## config.mk

```make
export PLATFORM = sky130hd
export DESIGN_NAME = multi_phase_signal_controller_flat
export DESIGN_NICKNAME = d
export VERILOG_FILES = /design/src/rtl/multi_phase_signal_controller_pkg.sv /design/src/rtl/multi_phase_signal_controller_if.sv /design/src/rtl/multi_phase_signal_controller_timer.sv /design/src/rtl/multi_phase_signal_controller.sv /design/src/flat_wrapper.sv
export SDC_FILE = /design/constraint.sdc
export NUM_CORES = 1
export LEC_CHECK = 0
export ABC_AREA = 1
export CAP_MARGIN = 10
export CORE_MARGIN = 3
export CORE_UTILIZATION = 40
export CTS_BUF_LIST = sky130_fd_sc_hd__clkbuf_4 sky130_fd_sc_hd__clkbuf_8
export DETAILED_ROUTE_END_ITERATION = 10
export HOLD_SLACK_MARGIN = 0.03
export PLACE_DENSITY = 0.71
export SYNTH_ARGS = -nofsm -noshare
export SYNTH_HDL_FRONTEND = slang
export SYNTH_SLANG_ARGS = --single-unit
export TNS_END_PERCENT = 10
```

## constraint.sdc

```tcl
create_clock -name clock -period 2.25 [get_ports clock]
set_input_delay 0.45 -clock clock [delete_from_list [all_inputs] [get_ports clock]]
set_output_delay 0.45 -clock clock [all_outputs]
set_load 0.02 [all_outputs]
```

## src/rtl/multi_phase_signal_controller_pkg.sv

```systemverilog
`default_nettype none
// ============================================================================
// Module : multi_phase_signal_controller_pkg
// Brief  : Phase codes, lamp encodings and config address offsets.
// Rev    : 1.0
// ============================================================================
package multi_phase_signal_controller_pkg;

    typedef enum logic [2:0] {
        ST_GREEN     = 3'd0,
        ST_YELLOW    = 3'd1,
        ST_ALL_RED   = 3'd2,
        ST_PED_WALK  = 3'd3,
        ST_PED_CLEAR = 3'd4,
        ST_FLASH     = 3'd5
    } phase_e;

    localparam logic [2:0] c_lamp_red    = 3'b100;
    localparam logic [2:0] c_lamp_yellow = 3'b010;
    localparam logic [2:0] c_lamp_green  = 3'b001;
    localparam logic [2:0] c_lamp_dark   = 3'b000;

    localparam logic [1:0] c_ped_walk      = 2'b10;
    localparam logic [1:0] c_ped_dont_walk = 2'b01;
    localparam logic [1:0] c_ped_off       = 2'b00;

    // Shared time registers sit directly above the per-road green registers.
    localparam int C_CFG_OFS_YELLOW = 0;
    localparam int C_CFG_OFS_ALLRED = 1;
    localparam int C_CFG_OFS_WALK   = 2;

endpackage
`default_nettype wire

```

## src/rtl/multi_phase_signal_controller_if.sv

```systemverilog
`default_nettype none
// ============================================================================
// Module : multi_phase_signal_controller_if
// Brief  : Tick/config/request inputs and lamp/status outputs of the controller.
// Rev    : 1.0
// ============================================================================
interface multi_phase_signal_controller_if #(
    parameter int NUM_ROADS = 2,
    parameter int TIME_W    = 7
);
    localparam int AR_W = (NUM_ROADS > 1) ? $clog2(NUM_ROADS) : 1;

    logic                   tick_i;
    logic                   cfg_we_i;
    logic [2:0]             cfg_addr_i;
    logic [TIME_W-1:0]      cfg_data_i;
    logic [NUM_ROADS-1:0]   ped_req_i;
    logic                   flash_mode_i;
    logic [3*NUM_ROADS-1:0] road_lights_o;
    logic [2*NUM_ROADS-1:0] ped_lights_o;
    logic [TIME_W-1:0]      time_remaining_o;
    logic [2:0]             state_flag_o;
    logic [AR_W-1:0]        active_road_o;

    modport master (
        output tick_i, cfg_we_i, cfg_addr_i, cfg_data_i, ped_req_i, flash_mode_i,
        input  road_lights_o, ped_lights_o, time_remaining_o, state_flag_o, active_road_o
    );

    modport slave (
        input  tick_i, cfg_we_i, cfg_addr_i, cfg_data_i, ped_req_i, flash_mode_i,
        output road_lights_o, ped_lights_o, time_remaining_o, state_flag_o, active_road_o
    );
endinterface
`default_nettype wire

```

## src/rtl/multi_phase_signal_controller_timer.sv

```systemverilog
`default_nettype none
// ============================================================================
// Module : signal_phase_timer
// Brief  : Phase countdown: load (0 clamps to 1), decrement on tick, expire pulse.
// Rev    : 1.0
// ============================================================================
module signal_phase_timer #(
    parameter int                TIME_W    = 7,
    parameter logic [TIME_W-1:0] RESET_VAL = 2
) (
    input  wire logic              clock,
    input  wire logic              reset,
    input  wire logic              tick_i,
    input  wire logic              load_i,
    input  wire logic              clear_i,
    input  wire logic [TIME_W-1:0] load_val_i,
    output logic      [TIME_W-1:0] count_o,
    output logic                   expire_o
);
    logic [TIME_W-1:0] count_q, count_d;

    always_comb begin
        count_d = count_q;
        if (clear_i) begin
            count_d = '0;
        end else if (load_i) begin
            count_d = (load_val_i == '0) ? TIME_W'(1) : load_val_i;
        end else if (tick_i && (count_q > TIME_W'(1))) begin
            count_d = count_q - TIME_W'(1);
        end
    end

    always_ff @(posedge clock) begin
        if (reset) begin
            count_q <= RESET_VAL;
        end else begin
            count_q <= count_d;
        end
    end

    // A parked count of 0 (flash) can never expire.
    assign expire_o = tick_i && (count_q == TIME_W'(1));
    assign count_o  = count_q;
endmodule
`default_nettype wire

```

## src/rtl/multi_phase_signal_controller.sv

```systemverilog
`default_nettype none
// ============================================================================
// Module : multi_phase_signal_controller
// Brief  : Round-robin multi-road signal FSM with all-walk and night flash.
// Rev    : 1.0
// ============================================================================
module multi_phase_signal_controller #(
    parameter int NUM_ROADS  = 2,
    parameter int TIME_W     = 7,
    parameter int DEF_GREEN  = 30,
    parameter int DEF_YELLOW = 4,
    parameter int DEF_ALLRED = 2,
    parameter int DEF_WALK   = 10
) (
    input wire logic clock,
    input wire logic reset,
    multi_phase_signal_controller_if.slave bus
);
    import multi_phase_signal_controller_pkg::*;

    localparam int              AR_W          = (NUM_ROADS > 1) ? $clog2(NUM_ROADS) : 1;
    localparam logic [AR_W-1:0] c_last_road   = AR_W'(NUM_ROADS - 1);
    localparam logic [2:0]      c_addr_yellow = 3'(NUM_ROADS + C_CFG_OFS_YELLOW);
    localparam logic [2:0]      c_addr_allred = 3'(NUM_ROADS + C_CFG_OFS_ALLRED);
    localparam logic [2:0]      c_addr_walk   = 3'(NUM_ROADS + C_CFG_OFS_WALK);

    // ---------------- configuration bank ----------------
    logic [TIME_W-1:0] green_q [NUM_ROADS];
    logic [TIME_W-1:0] yellow_q, allred_q, walk_q;
    logic [TIME_W-1:0] w_cfg_val;

    assign w_cfg_val = (bus.cfg_data_i == '0) ? TIME_W'(1) : bus.cfg_data_i;

    always_ff @(posedge clock) begin
        if (reset) begin
            for (int i = 0; i < NUM_ROADS; i++) green_q[i] <= TIME_W'(DEF_GREEN);
            yellow_q <= TIME_W'(DEF_YELLOW);
            allred_q <= TIME_W'(DEF_ALLRED);
            walk_q   <= TIME_W'(DEF_WALK);
        end else if (bus.cfg_we_i) begin
            for (int i = 0; i < NUM_ROADS; i++) begin
                if (bus.cfg_addr_i == 3'(i)) green_q[i] <= w_cfg_val;
            end
            if (bus.cfg_addr_i == c_addr_yellow) yellow_q <= w_cfg_val;
            if (bus.cfg_addr_i == c_addr_allred) allred_q <= w_cfg_val;
            if (bus.cfg_addr_i == c_addr_walk)   walk_q   <= w_cfg_val;
        end
    end

    // ---------------- phase timer ----------------
    logic              w_load, w_clear, w_expire;
    logic [TIME_W-1:0] w_load_val, w_count;

    signal_phase_timer #(
        .TIME_W    (TIME_W),
        .RESET_VAL (TIME_W'(DEF_ALLRED))
    ) u_timer (
        .clock      (clock),
        .reset      (reset),
        .tick_i     (bus.tick_i),
        .load_i     (w_load),
        .clear_i    (w_clear),
        .load_val_i (w_load_val),
        .count_o    (w_count),
        .expire_o   (w_expire)
    );

    // ---------------- FSM: state register ----------------
    phase_e               state_q, state_d;
    logic [AR_W-1:0]      active_road_q, active_road_d;
    logic [NUM_ROADS-1:0] ped_pending_q, ped_pending_d;
    logic                 flash_on_q, flash_on_d;
    logic [AR_W-1:0]      w_next_road;

    always_ff @(posedge clock) begin
        if (reset) begin
            state_q       <= ST_ALL_RED;
            active_road_q <= c_last_road;
            ped_pending_q <= '0;
            flash_on_q    <= 1'b0;
        end else begin
            state_q       <= state_d;
            active_road_q <= active_road_d;
            ped_pending_q <= ped_pending_d;
            flash_on_q    <= flash_on_d;
        end
    end

    assign w_next_road = (active_road_q == c_last_road) ? '0 : active_road_q + AR_W'(1);

    // ---------------- FSM: next state ----------------
    always_comb begin
        state_d       = state_q;
        active_road_d = active_road_q;
        ped_pending_d = ped_pending_q;
        flash_on_d    = flash_on_q;
        w_load        = 1'b0;
        w_clear       = 1'b0;
        w_load_val    = allred_q;

        if (state_q != ST_PED_WALK) ped_pending_d = ped_pending_q | bus.ped_req_i;

        case (state_q)
            ST_GREEN: if (w_expire) begin
                state_d    = ST_YELLOW;
                w_load     = 1'b1;
                w_load_val = yellow_q;
            end
            ST_YELLOW: if (w_expire) begin
                state_d = ST_ALL_RED;
                w_load  = 1'b1;
            end
            ST_ALL_RED: if (w_expire) begin
                if (bus.flash_mode_i) begin
                    state_d    = ST_FLASH;
                    w_clear    = 1'b1;
                    flash_on_d = 1'b1;
                end else if (|ped_pending_q) begin
                    state_d       = ST_PED_WALK;
                    w_load        = 1'b1;
                    w_load_val    = walk_q;
                    ped_pending_d = '0;
                end else begin
                    state_d       = ST_GREEN;
                    active_road_d = w_next_road;
                    w_load        = 1'b1;
                    w_load_val    = green_q[w_next_road];
                end
            end
            ST_PED_WALK: if (w_expire) begin
                state_d = ST_PED_CLEAR;
                w_load  = 1'b1;
            end
            ST_PED_CLEAR: if (w_expire) begin
                state_d       = ST_GREEN;
                active_road_d = w_next_road;
                w_load        = 1'b1;
                w_load_val    = green_q[w_next_road];
            end
            ST_FLASH: if (bus.tick_i) begin
                if (!bus.flash_mode_i) begin
                    state_d       = ST_ALL_RED;
                    active_road_d = c_last_road;
                    w_load        = 1'b1;
                end else begin
                    flash_on_d = ~flash_on_q;
                end
            end
            default: begin
                state_d = ST_ALL_RED;
                w_load  = 1'b1;
            end
        endcase
    end

    // ---------------- FSM: outputs ----------------
    always_comb begin
        bus.road_lights_o    = '0;
        bus.ped_lights_o     = '0;
        bus.time_remaining_o = w_count;
        bus.state_flag_o     = state_q;
        bus.active_road_o    = active_road_q;
        for (int r = 0; r < NUM_ROADS; r++) begin
            bus.road_lights_o[3*r +: 3] = c_lamp_red;
            bus.ped_lights_o[2*r +: 2]  = c_ped_dont_walk;
            case (state_q)
                ST_GREEN:    if (active_road_q == AR_W'(r)) bus.road_lights_o[3*r +: 3] = c_lamp_green;
                ST_YELLOW:   if (active_road_q == AR_W'(r)) bus.road_lights_o[3*r +: 3] = c_lamp_yellow;
                ST_PED_WALK: bus.ped_lights_o[2*r +: 2] = c_ped_walk;
                ST_FLASH: begin
                    bus.road_lights_o[3*r +: 3] = flash_on_q ? c_lamp_yellow : c_lamp_dark;
                    bus.ped_lights_o[2*r +: 2]  = c_ped_off;
                end
                default: ;
            endcase
        end
    end
endmodule
`default_nettype wire
```

## src/flat_wrapper.sv

```systemverilog
// flat-port wrapper written by rule: the top's interface ports become plain ports
module multi_phase_signal_controller_flat import multi_phase_signal_controller_pkg::*;
#(
    parameter int NUM_ROADS  = 2,
    parameter int TIME_W     = 7,
    parameter int DEF_GREEN  = 30,
    parameter int DEF_YELLOW = 4,
    parameter int DEF_ALLRED = 2,
    parameter int DEF_WALK   = 10
)
  (clock, reset, bus_tick_i, bus_cfg_we_i, bus_cfg_addr_i, bus_cfg_data_i, bus_ped_req_i, bus_flash_mode_i, bus_road_lights_o, bus_ped_lights_o, bus_time_remaining_o, bus_state_flag_o, bus_active_road_o);
  multi_phase_signal_controller_if #(.NUM_ROADS(NUM_ROADS), .TIME_W(TIME_W)) bus_i ();
  input wire logic clock;
  input wire logic reset;
  input wire logic [$bits(bus_i.tick_i)-1:0] bus_tick_i;
  input wire logic [$bits(bus_i.cfg_we_i)-1:0] bus_cfg_we_i;
  input wire logic [$bits(bus_i.cfg_addr_i)-1:0] bus_cfg_addr_i;
  input wire logic [$bits(bus_i.cfg_data_i)-1:0] bus_cfg_data_i;
  input wire logic [$bits(bus_i.ped_req_i)-1:0] bus_ped_req_i;
  input wire logic [$bits(bus_i.flash_mode_i)-1:0] bus_flash_mode_i;
  output wire logic [$bits(bus_i.road_lights_o)-1:0] bus_road_lights_o;
  output wire logic [$bits(bus_i.ped_lights_o)-1:0] bus_ped_lights_o;
  output wire logic [$bits(bus_i.time_remaining_o)-1:0] bus_time_remaining_o;
  output wire logic [$bits(bus_i.state_flag_o)-1:0] bus_state_flag_o;
  output wire logic [$bits(bus_i.active_road_o)-1:0] bus_active_road_o;
  assign bus_i.tick_i = bus_tick_i;
  assign bus_i.cfg_we_i = bus_cfg_we_i;
  assign bus_i.cfg_addr_i = bus_cfg_addr_i;
  assign bus_i.cfg_data_i = bus_cfg_data_i;
  assign bus_i.ped_req_i = bus_ped_req_i;
  assign bus_i.flash_mode_i = bus_flash_mode_i;
  assign bus_road_lights_o = bus_i.road_lights_o;
  assign bus_ped_lights_o = bus_i.ped_lights_o;
  assign bus_time_remaining_o = bus_i.time_remaining_o;
  assign bus_state_flag_o = bus_i.state_flag_o;
  assign bus_active_road_o = bus_i.active_road_o;
  multi_phase_signal_controller #(.NUM_ROADS(NUM_ROADS), .TIME_W(TIME_W), .DEF_GREEN(DEF_GREEN), .DEF_YELLOW(DEF_YELLOW), .DEF_ALLRED(DEF_ALLRED), .DEF_WALK(DEF_WALK)) u_core (.clock(clock), .reset(reset), .bus(bus_i));
endmodule
```

== Yosys cells after proc, flatten, opt, wreduce, memory -nomap -nowiden ==
Memories as Yosys holds them, arrays and structs flattened.
Index checks and enable logic that the tools add are counted.

* Input port bits: 17
* Word-level logic and storage cells: 125
* Memories kept: 1
* Bits in writable memories: 14
* Output and inout port bits: 21
* Flip-flop bits (word level): 35

{| class="wikitable"
|+ Memory list
! name !! words !! width !! read ports !! clocked after Yosys merged registers in !! write ports !! RTL line !! source
|-
| u_core.green_q || 2 || 7 || 1 || 0 || 2 || multi_phase_signal_controller.sv:28 || <nowiki>logic [TIME_W-1:0] green_q [NUM_ROADS];</nowiki>
|}

* Bitwise operators: 4
* Equal/unequal tests: 22
* Add/subtract/negate cells: 2
* Reductions and logical operators: 19
* Multiplexer cells: 67
* Magnitude comparators: 1

{| class="wikitable"
|+ Operators with widths
! kind !! number
|-
| two-way mux 7 bit || 11
|-
| two-way mux 3 bit || 12
|-
| two-way mux 1 bit || 28
|-
| != test 2 bit, second input constant || 11
|-
| case mux 7 bit (3 select lines) || 1
|-
| case mux 3 bit (3 select lines) || 2
|-
| case mux 3 bit (6 select lines) || 1
|-
| two-way mux 2 bit || 8
|-
| zero test 7 bit || 2
|-
| AND reduction 7 bit || 2
|-
| equality test 3 x 2 -> 1 bit, second input constant || 4
|-
| equality test 3 bit, second input constant || 3
|-
| equality test 7 x 1 -> 1 bit, second input constant || 1
|-
| > comparator 7 x 1 -> 1 bit, second input constant || 1
|-
| subtractor 7 x 1 -> 7 bit, second input constant || 1
|-
| equality test 3 x 1 -> 1 bit, second input constant || 2
|-
| zero test 3 bit || 2
|-
| case mux 1 bit (3 select lines) || 2
|-
| AND reduction 2 bit || 3
|-
| nonzero test 3 bit || 2
|-
| AND reduction 5 bit || 1
|-
| case mux 2 bit (2 select lines) || 1
|-
| nonzero test 2 bit || 2
|-
| OR reduction 2 bit || 2
|-
| other kinds (8) || 10
|}

== Longest topological paths before layout ==
Gate-level depths: netlist of the first run.
An unclocked memory read counts as a cell.

* Depth after elaboration: 11
* Mapped depth: 17
* Mapped depth without buffers: 16

== Modules after synthesis ==
From an unflattened synthesis of the first run, not the netlist that was laid out.

* Cell total of the unflattened synthesis: 430
* Area, all modules: 2966.6 µm²

{| class="wikitable"
|+ By module, submodules not included
! module !! times used !! area an instance (µm²) !! seq. area each (µm²) !! cells each
|-
| multi_phase_signal_controller || 1 || 2374.8 || 980.9 || 336
|-
| signal_phase_timer || 1 || 591.8 || 140.1 || 94
|}

== Worst setup path before layout of the first run ==
Ideal clock, no wire load.

* Path kind: register to output
* From: reg u_core.state_q[0] (netlist: u_core.bus.state_flag_o[0])
* To: out bus_ped_lights_o[2]
* Cell stages (with the launch flop): 5
* Arrival time: 1858 ps
* Setup slack: -58 ps
* Cell sequence: dfxtp_1 -> inv_1 -> nor3_1 -> nor2_1 -> buf_4

* Cells in the longest elaborated chain, start to end: 2

{| class="wikitable"
|+ Ends and longest elaborated chain
! what !! RTL line !! source
|-
| start: declaration || multi_phase_signal_controller.sv:69 || <nowiki>phase_e state_q, state_d;</nowiki>
|-
| start signal: assignment || multi_phase_signal_controller.sv:82 || <nowiki>state_q <= state_d;</nowiki>
|-
| equality test 3 bit or equality test 3 x 2 -> 1 bit (tied branches) || - ||
|-
| case mux 2 bit (2 select lines) * || - ||
|-
| end: declaration || flat_wrapper.sv:22 || <nowiki>output wire logic [$bits(bus_i.ped_lights_o)-1:0] bus_ped_lights_o;</nowiki>
|}

Every way passes the cells marked *; elsewhere a longest branch is shown, timed or not.

== Final worst setup path of the first run ==
* From: reg u_core.state_q[0] (netlist: u_core.bus.state_flag_o[0])
* To: out bus_road_lights_o[3]

* Cells in the longest elaborated chain, start to end: 2

{| class="wikitable"
|+ Ends and longest elaborated chain
! what !! RTL line !! source
|-
| equality test 3 bit, or another cell as far along || multi_phase_signal_controller.sv:166 || <nowiki>case (state_q)</nowiki>
|-
| case mux 3 bit (3 select lines) * || multi_phase_signal_controller.sv:166 ||
|-
| end: declaration || flat_wrapper.sv:21 || <nowiki>output wire logic [$bits(bus_i.road_lights_o)-1:0] bus_road_lights_o;</nowiki>
|}

Marked as above.

==> results of run 1 <==
state kept, by name (all words and copies together), names as in the netlist:
name / cells
u_core.green_q: 14
u_core.allred_q: 7
u_core.u_timer.count_o: 7
u_core.walk_q: 7
u_core.yellow_q: 7
u_core.bus.state_flag_o: 3
u_core.ped_pending_q: 2
u_core.bus.active_road_o: 1
u_core.flash_on_q: 1
placed cells by master (no fill, tap or decap), types with 14 or more instances in the layout:
cell,netlist,routed
inv_1,52,52
nand2_1,93,92
o21ai_0,43,43
edfxtp_1,14,14
nand3_1,39,39
a21oi_1,30,30
buf_4,3,25
nor2_1,40,40
clkdlybuf4s50_1,0,28
dfxtp_1,35,33
per-layer routing:
| layer | vias to the layer above | track usage | share of wire |
|---|---|---|---|
| li1 | 1501 | - | - |
| met1 | 1324 | 0.264 | 0.47 |
| met2 | 90 | 0.319 | 0.46 |
| met3 | 10 | 0.0323 | 0.059 |
| met4 | 0 | 0.0590 | 0.011 |
| met5 | - | 0 | 0 |
worst max-delay path, cell delays in order, from the launching register on:
cell and delay [ns]:
dfxtp_2 0.38, nor2_1 0.11, inv_1 0.10, nor3_1 0.15, clkdlybuf4s50_1 0.64
repair_timing:
item                       4_1_cts  5_1_grt
cloned                           0        0
resized for setup                6        7
pin swaps                        0        1
setup endpoints to repair        8        9
buffers inserted                 0        0
cells in the mapped netlist, types with 3 or more instances:
cell type / number / area, um2
nor2_4: 6 / 67.6
o211ai_1: 5 / 37.5
buf_4: 3 / 22.5
edfxtp_1: 14 / 420
a21oi_1: 30 / 150
nor2_1: 40 / 150
inv_2: 5 / 18.8
inv_1: 52 / 195
buf_2: 4 / 20.0
o21ai_0: 43 / 215
clkbuf_1: 3 / 11.3
nor3_1: 11 / 55.1
dfxtp_1: 35 / 701
nand2_1: 93 / 349
nand3_1: 39 / 195
or2_2: 4 / 25.0
and2_1: 3 / 18.8
nor2_2: 4 / 25.0
nand2_2: 3 / 18.8
through the flow:
stage | worst slack, ns | TNS, ns
after floorplan | 0.259 | 0
after CTS | 0.00783 | 0
after detailed placement | -0.0270 | -0.0270
final | 0.122 | 0
after global routing | -0.0333 | -0.0333
after global placement | -0.000385 | -0.000385
how the worst max path moves through the flow:
stage	startpoint	end	slack (ns)	cells past startpoint
after floorplan	u_core.bus.state_flag_o[0]	bus_ped_lights_o[2]	0.26	4
after global placement	bus_tick_i	u_core.u_timer.count_o[0]	-0.0004	15
after detailed placement	bus_tick_i	u_core.u_timer.count_o[0]	-0.03	15
after CTS	u_core.bus.state_flag_o[0]	bus_road_lights_o[5]	0.008	5
after global routing	u_core.u_timer.count_o[1]	u_core.u_timer.count_o[0]	-0.03	16
final	u_core.bus.state_flag_o[0]	bus_road_lights_o[3]	0.12	4
power breakdown:
part           leakage [uW]  internal, uW  switching, uW
clock network     0.0000408           232            302
logic               0.00115           246            352
registers          0.000423           968           47.1
total               0.00162          1450            701
layout make-up:
class                           count  share of cell area
Clock inverter                      2             0.00412
Multi-Input combinational cell    303               0.414
Inverter                           57              0.0587
Sequential cell                    49               0.308
Timing Repair Buffer               63               0.161
Clock buffer                        6              0.0209
Tap cell                           96              0.0330
kinds of logic after synthesis:
family          Yosys count
simple gates            210
compound gates           88
buf+inv                  68
flops                    49
xor+xnor                  3
fa+ha+maj                 2
==> summary.txt, run 1 <==
Status
  – Status: finished clean

Clocking
  – CTS Buffer Depth: 2
  – CTS root buffer: clkbuf_8
  – Clock Latency Late Sink: 0.31 ns
  – Clk sinks: 49
  – CTS Hold Bufs: 0
  – Worst-path clk slew: 0.09 ns
  – CTS tree: built
  – Total CTS buffers: 5
  – # H-tree levels: 2

Final layout
  – Footprint of the multi-input gates: 0.00151 mm2
  – Diode count: 0
  – Final Instance Area: 0.00364 mm2
  – Fraction of layout cells with a size suffix above 1: 0.133
  – Final core utilization: 0.528
  – Fin nets: 498
  – Layout Cells excl Fill: 576
  – Register area: 0.00112 mm2
  – Area Overhead vs Synth: 25.8%
  – FILL cells: 712

Route
  – Initial DRC Count: 210
  – # DRC: 0
  – Vias: 2,925
  – Pre-Repair DR Iteration Count: 7
  – Wirelength per Cell: 13.6 um
  – Vias/cell: 5.08
  – Final wirelength: 7810 um
  – ANT nets after route: 0

Yosys
  – Post-Syn Area: 0.00290 mm2
  – Mapped Cells: 420
  – Xor/xnor share of the synthesized area: 0.00908
  – Post-Synth Adder-Cell Area: 0.00864
  – Largest family of logic cells by synthesized area: simple AND/OR/NAND/NOR gates
  – Post-synthesis net count: 439
  – #FFs+latches synth: 49
  – Synth cell types: 35
  – Mux contribution to synthesized area: 0
  – Seq/Total Area, Yosys: 0.387
  – Synthesis Warnings: 0
  – Synth Area in Compound Gates: 0.166
  – Syn_area_per_cell: 6.89 um2
  – Number of flops mapped to enable cells by yosys: 14
  – Simple-gate share of the synthesized area: 0.332
  – Ys flop type: dfxtp_1
  – Post-synth ARST share: 0

Global routing
  – Initial antenna violation count: 0
  – Largest net degree at the start of global routing: 25
  – First-pass GRT wire length: 13,100 um
  – Vias in the first global route: 2,707
  – Grt ovf: 0
  – Global Route Usage Sum: 0.195

Timing
  – Final hold vios: 0
  – Final Skew: 0.00797 ns
  – Setup Viol. Count Final: 0
  – Worst Max-Slew Pin Slew: 0.448 ns
  – Slew Limit Fails: 0
  – Relative slew slack: 0.700
  – Worst hold slack: 0.473 ns
  – Highest clock rate: 470 MHz
  – Final period utilization: 0.946
  – Final min period: 2.13 ns
  – RSZ-0062 raised after global routing: true

Critical path
  – Crit-path max FO: 8
  – Reg-to-Reg Start: u_core.u_timer.count_o[1]
  – CP startpoint kind: register
  – Critical path class: reg -> out
  – RR Endpoint: u_core.u_timer.count_o[0]
  – Critical Path RT: 1.80 ns
  – FF-to-FF setup slack: 0.22 ns
  – R2R depth: 16
  – WP data arrival: 1.68 ns
  – Crit. End Element: output port

Place
  – Post-DP Area: 0.00353 mm2
  – I/O Buffers: 37
  – Dpl cells: 568
  – DP Wirelength: 6010 um
  – GPL Wtd Cong: 0.881

Die
  – Cell Rows: 30
  – Die Y: 91.1 um
  – Initial Utilization: 0.419
  – Full die area: 0.00829 mm2
  – Core area: 0.00691 mm2
  – Die extent in x: 91.1 um
  – Io pins: 38

Hold path
  – Hold Path End: u_core.flash_on_q
  – Worst Hold Class: reg -> reg
  – Min-Delay Startpoint: u_core.flash_on_q
  – Hold depth: 2

Pwr
  – Pwr per Cell Area: 589 mW/mm2
  – Leak Pwr: 0.00162 uW
  – Peak supply drop: 308 uV
  – Pwr Total: 2150 uW

Job
  – MaxCap Viol Count: 0
Power figures use the tool's default switching activity.
==> inputs of run 2 (changes only) <==
--- a/config.mk
+++ b/config.mk
@@ -13,6 +13,7 @@
 export DETAILED_ROUTE_END_ITERATION = 10
 export HOLD_SLACK_MARGIN = 0.03
 export PLACE_DENSITY = 0.71
+export REMOVE_ABC_BUFFERS = 1
 export SYNTH_ARGS = -nofsm -noshare
 export SYNTH_HDL_FRONTEND = slang
 export SYNTH_SLANG_ARGS = --single-unit
==> summary.txt, run 2 (synthesis results as in run 1) <==
Status
  – Status: finished clean

Place
  – GPL Wtd Cong: 0.903 (+2.4%)
  – I/O Buffers: 37 (unchanged)
  – Post-DP Area: 0.00358 mm2 (+1.4%)
  – DP Wirelength: 6260 um (+4.2%)

Route
  – ANT nets after route: 0 (unchanged)
  – Vias: 2,975 (+1.7%)
  – Pre-Repair DR Iteration Count: 5 (-2)
  – # DRC: 0 (unchanged)
  – Initial DRC Count: 244 (+16%)
  – Wirelength per Cell: 13.8 um (+1.5%)
  – Final wirelength: 8050 um (+3.1%)
  – Vias/cell: 5.09 (+0.14%)

Final layout
  – Most common cell after layout, fill and taps aside: nand2_1
  – Diode count: 0 (unchanged)
  – Fraction of layout cells with a size suffix above 1: 0.145 (+0.0119)
  – Footprint of the multi-input gates: 0.00150 mm2 (-0.75%)
  – Most frequent cells in the layout: nand2_1 (92), inv_1 (52), o21ai_0 (43)
  – Final core utilization: 0.533 (+0.00562)
  – FILL cells: 705 (-0.98%)
  – Final Instance Area: 0.00368 mm2 (+1.1%)
  – Area Overhead vs Synth: 27.2%
  – Fin nets: 507 (+1.8%)
  – Max reg flops: 14 (unchanged)
  – Register area: 0.00112 mm2 (unchanged)
  – Largest register by flop count: u_core.green_q

Critical path
  – Reg-to-Reg Start: u_core.u_timer.count_o[0]
  – Largest stage delay on the critical path: 0.63 ns (about the same)
  – Critical path's top delay family: buffers and inverters
  – RR Endpoint: u_core.u_timer.count_o[6]
  – CP startpoint kind: register
  – Critical Path RT: 1.80 ns (about the same)
  – R2R depth: 11 (-5)
  – Crit. End Element: output port
  – FF-to-FF setup slack: 0.18 ns (-0.04 ns)
  – Slowest stage cell on the critical path: clkdlybuf4s50_1
  – WP data arrival: 1.64 ns (-0.04 ns)
  – Crit-path max FO: 7 (-1)
  – Crit path buf inv count: 2 (unchanged)
  – CP cell instances: inv_1, nor3_1, clkdlybuf4s50_1
  – Critical path class: reg -> out

Timing
  – Worst Max-Slew Pin Slew: 0.505 ns (+0.0571 ns)
  – Setup Viol. Count Final: 0 (unchanged)
  – Final period utilization: 0.929 (-0.0164)
  – Relative slew slack: 0.662 (-0.0382)
  – RSZ-0062 raised after global routing: true
  – Final setup TNS: 0 ns (unchanged)
  – Highest clock rate: 478 MHz (+1.8%)
  – Final hold vios: 0 (unchanged)
  – Slew Limit Fails: 0 (unchanged)
  – Worst hold slack: 0.475 ns (+0.00232 ns)
  – Final min period: 2.09 ns (-0.0368 ns)
  – Final Skew: 0.00254 ns (-0.00543 ns)

Clocking
  – CTS tree: built
  – CTS Buffer Depth: 2 (unchanged)
  – # H-tree levels: 2 (unchanged)
  – Clock Latency Late Sink: 0.32 ns (about the same)
  – Worst-path clk slew: 0.10 ns (about the same)
  – Post-CTS setup buffer count: 0 (unchanged)
  – CTS Hold Bufs: 0 (unchanged)
  – Total CTS buffers: 5 (unchanged)
  – CTS root buffer: clkbuf_8
  – Clk sinks: 49 (unchanged)

Pwr
  – Leak Pwr: 0.00166 uW (+2.4%)
  – Pwr per Cell Area: 590 mW/mm2 (about the same)
  – Peak supply drop: 252 uV (-18%)

Die
  – Initial Utilization: 0.419 (unchanged)
  – Io pins: 38 (unchanged)
  – Core area: 0.00691 mm2 (unchanged)
  – Die extent in x: 91.1 um (unchanged)
  – Die Y: 91.1 um (unchanged)
  – Cell Rows: 30 (unchanged)
  – Full die area: 0.00829 mm2 (unchanged)

Global routing
  – Initial antenna violation count: 0 (unchanged)
  – First-pass GRT wire length: 13,400 um (+2.2%)
  – Global Route Usage Sum: 0.199 (+0.00359)
  – Largest net degree at the start of global routing: 25 (unchanged)
  – Grt ovf: 0 (unchanged)
  – Vias in the first global route: 2,787 (+3.0%)

Hold path
  – Worst Hold Class: reg -> reg
  – Hold depth: 2 (unchanged)
  – Min-Delay Startpoint: u_core.walk_q[4]
  – Hold Path End: u_core.walk_q[4]

Job
  – MaxCap Viol Count: 0 (unchanged)
## run 2: how the worst max path moves through the flow
stage	from	end	slack [ns]	depth (start not counted)
2_1_floorplan	u_core.bus.state_flag_o[0]	bus_ped_lights_o[0]	-0.35	3
3_3_place_gp	bus_tick_i	u_core.u_timer.count_o[0]	-0.06	15
3_5_place_dp	bus_tick_i	u_core.u_timer.count_o[0]	-0.09	15
4_1_cts	u_core.bus.state_flag_o[1]	bus_road_lights_o[2]	0.00009	6
5_1_grt	u_core.u_timer.count_o[0]	u_core.u_timer.count_o[0]	-0.07	15
6_report	u_core.bus.active_road_o	bus_road_lights_o[3]	0.16	3
## run 2: area by class of cell
cell class,instances,area share
clock buffers,5,0.0187
clock inverters,3,0.00578
well taps,96,0.0326
repair buffers,72,0.173
multi-input cells,303,0.407
inverters,57,0.0581
flip-flops and latches,49,0.305
## run 2: worst reg2reg max path, delay by kind of cell (launching register included)
family / cells / cell delay, ns
flops: 1 / 0.42
compound gates: 2 / 0.34
buf+inv: 1 / 0.13
simple gates: 7 / 0.95
fa+ha+maj: 1 / 0.19
## run 2: timing repair
item	CTS	global route
endpoints found under the setup margin	5	10
gates resized for setup	5	7
pin swaps	0	1
cloned	0	0
## run 2: power breakdown
| group | internal, uW | leakage, uW | switching (uW) |
|---|---|---|---|
| registers | 968 | 0.000423 | 53.1 |
| clock network | 222 | 0.0000462 | 327 |
| logic | 250 | 0.00119 | 351 |
| total | 1440 | 0.00166 | 732 |
## run 2: metrics by stage
step / instances / power (uW) / setup WS [ns]
global placement: 577 / 1630 / -0.0586
detailed placement: 577 / 1640 / -0.0923
CTS: 585 / 2170 / 0.0000909
global route: 585 / 2280 / -0.0700
finish: 585 / 2170 / 0.159
floorplan: 409 / 1380 / -0.354
## run 2: metal layers
layer	track usage	vias to the layer above	wire [um]
li1	-	1517	-
met5	0	-	0
met3	0.0356	12	447
met2	0.331	94	3660
met1	0.259	1352	3790
met4	0.0691	0	150
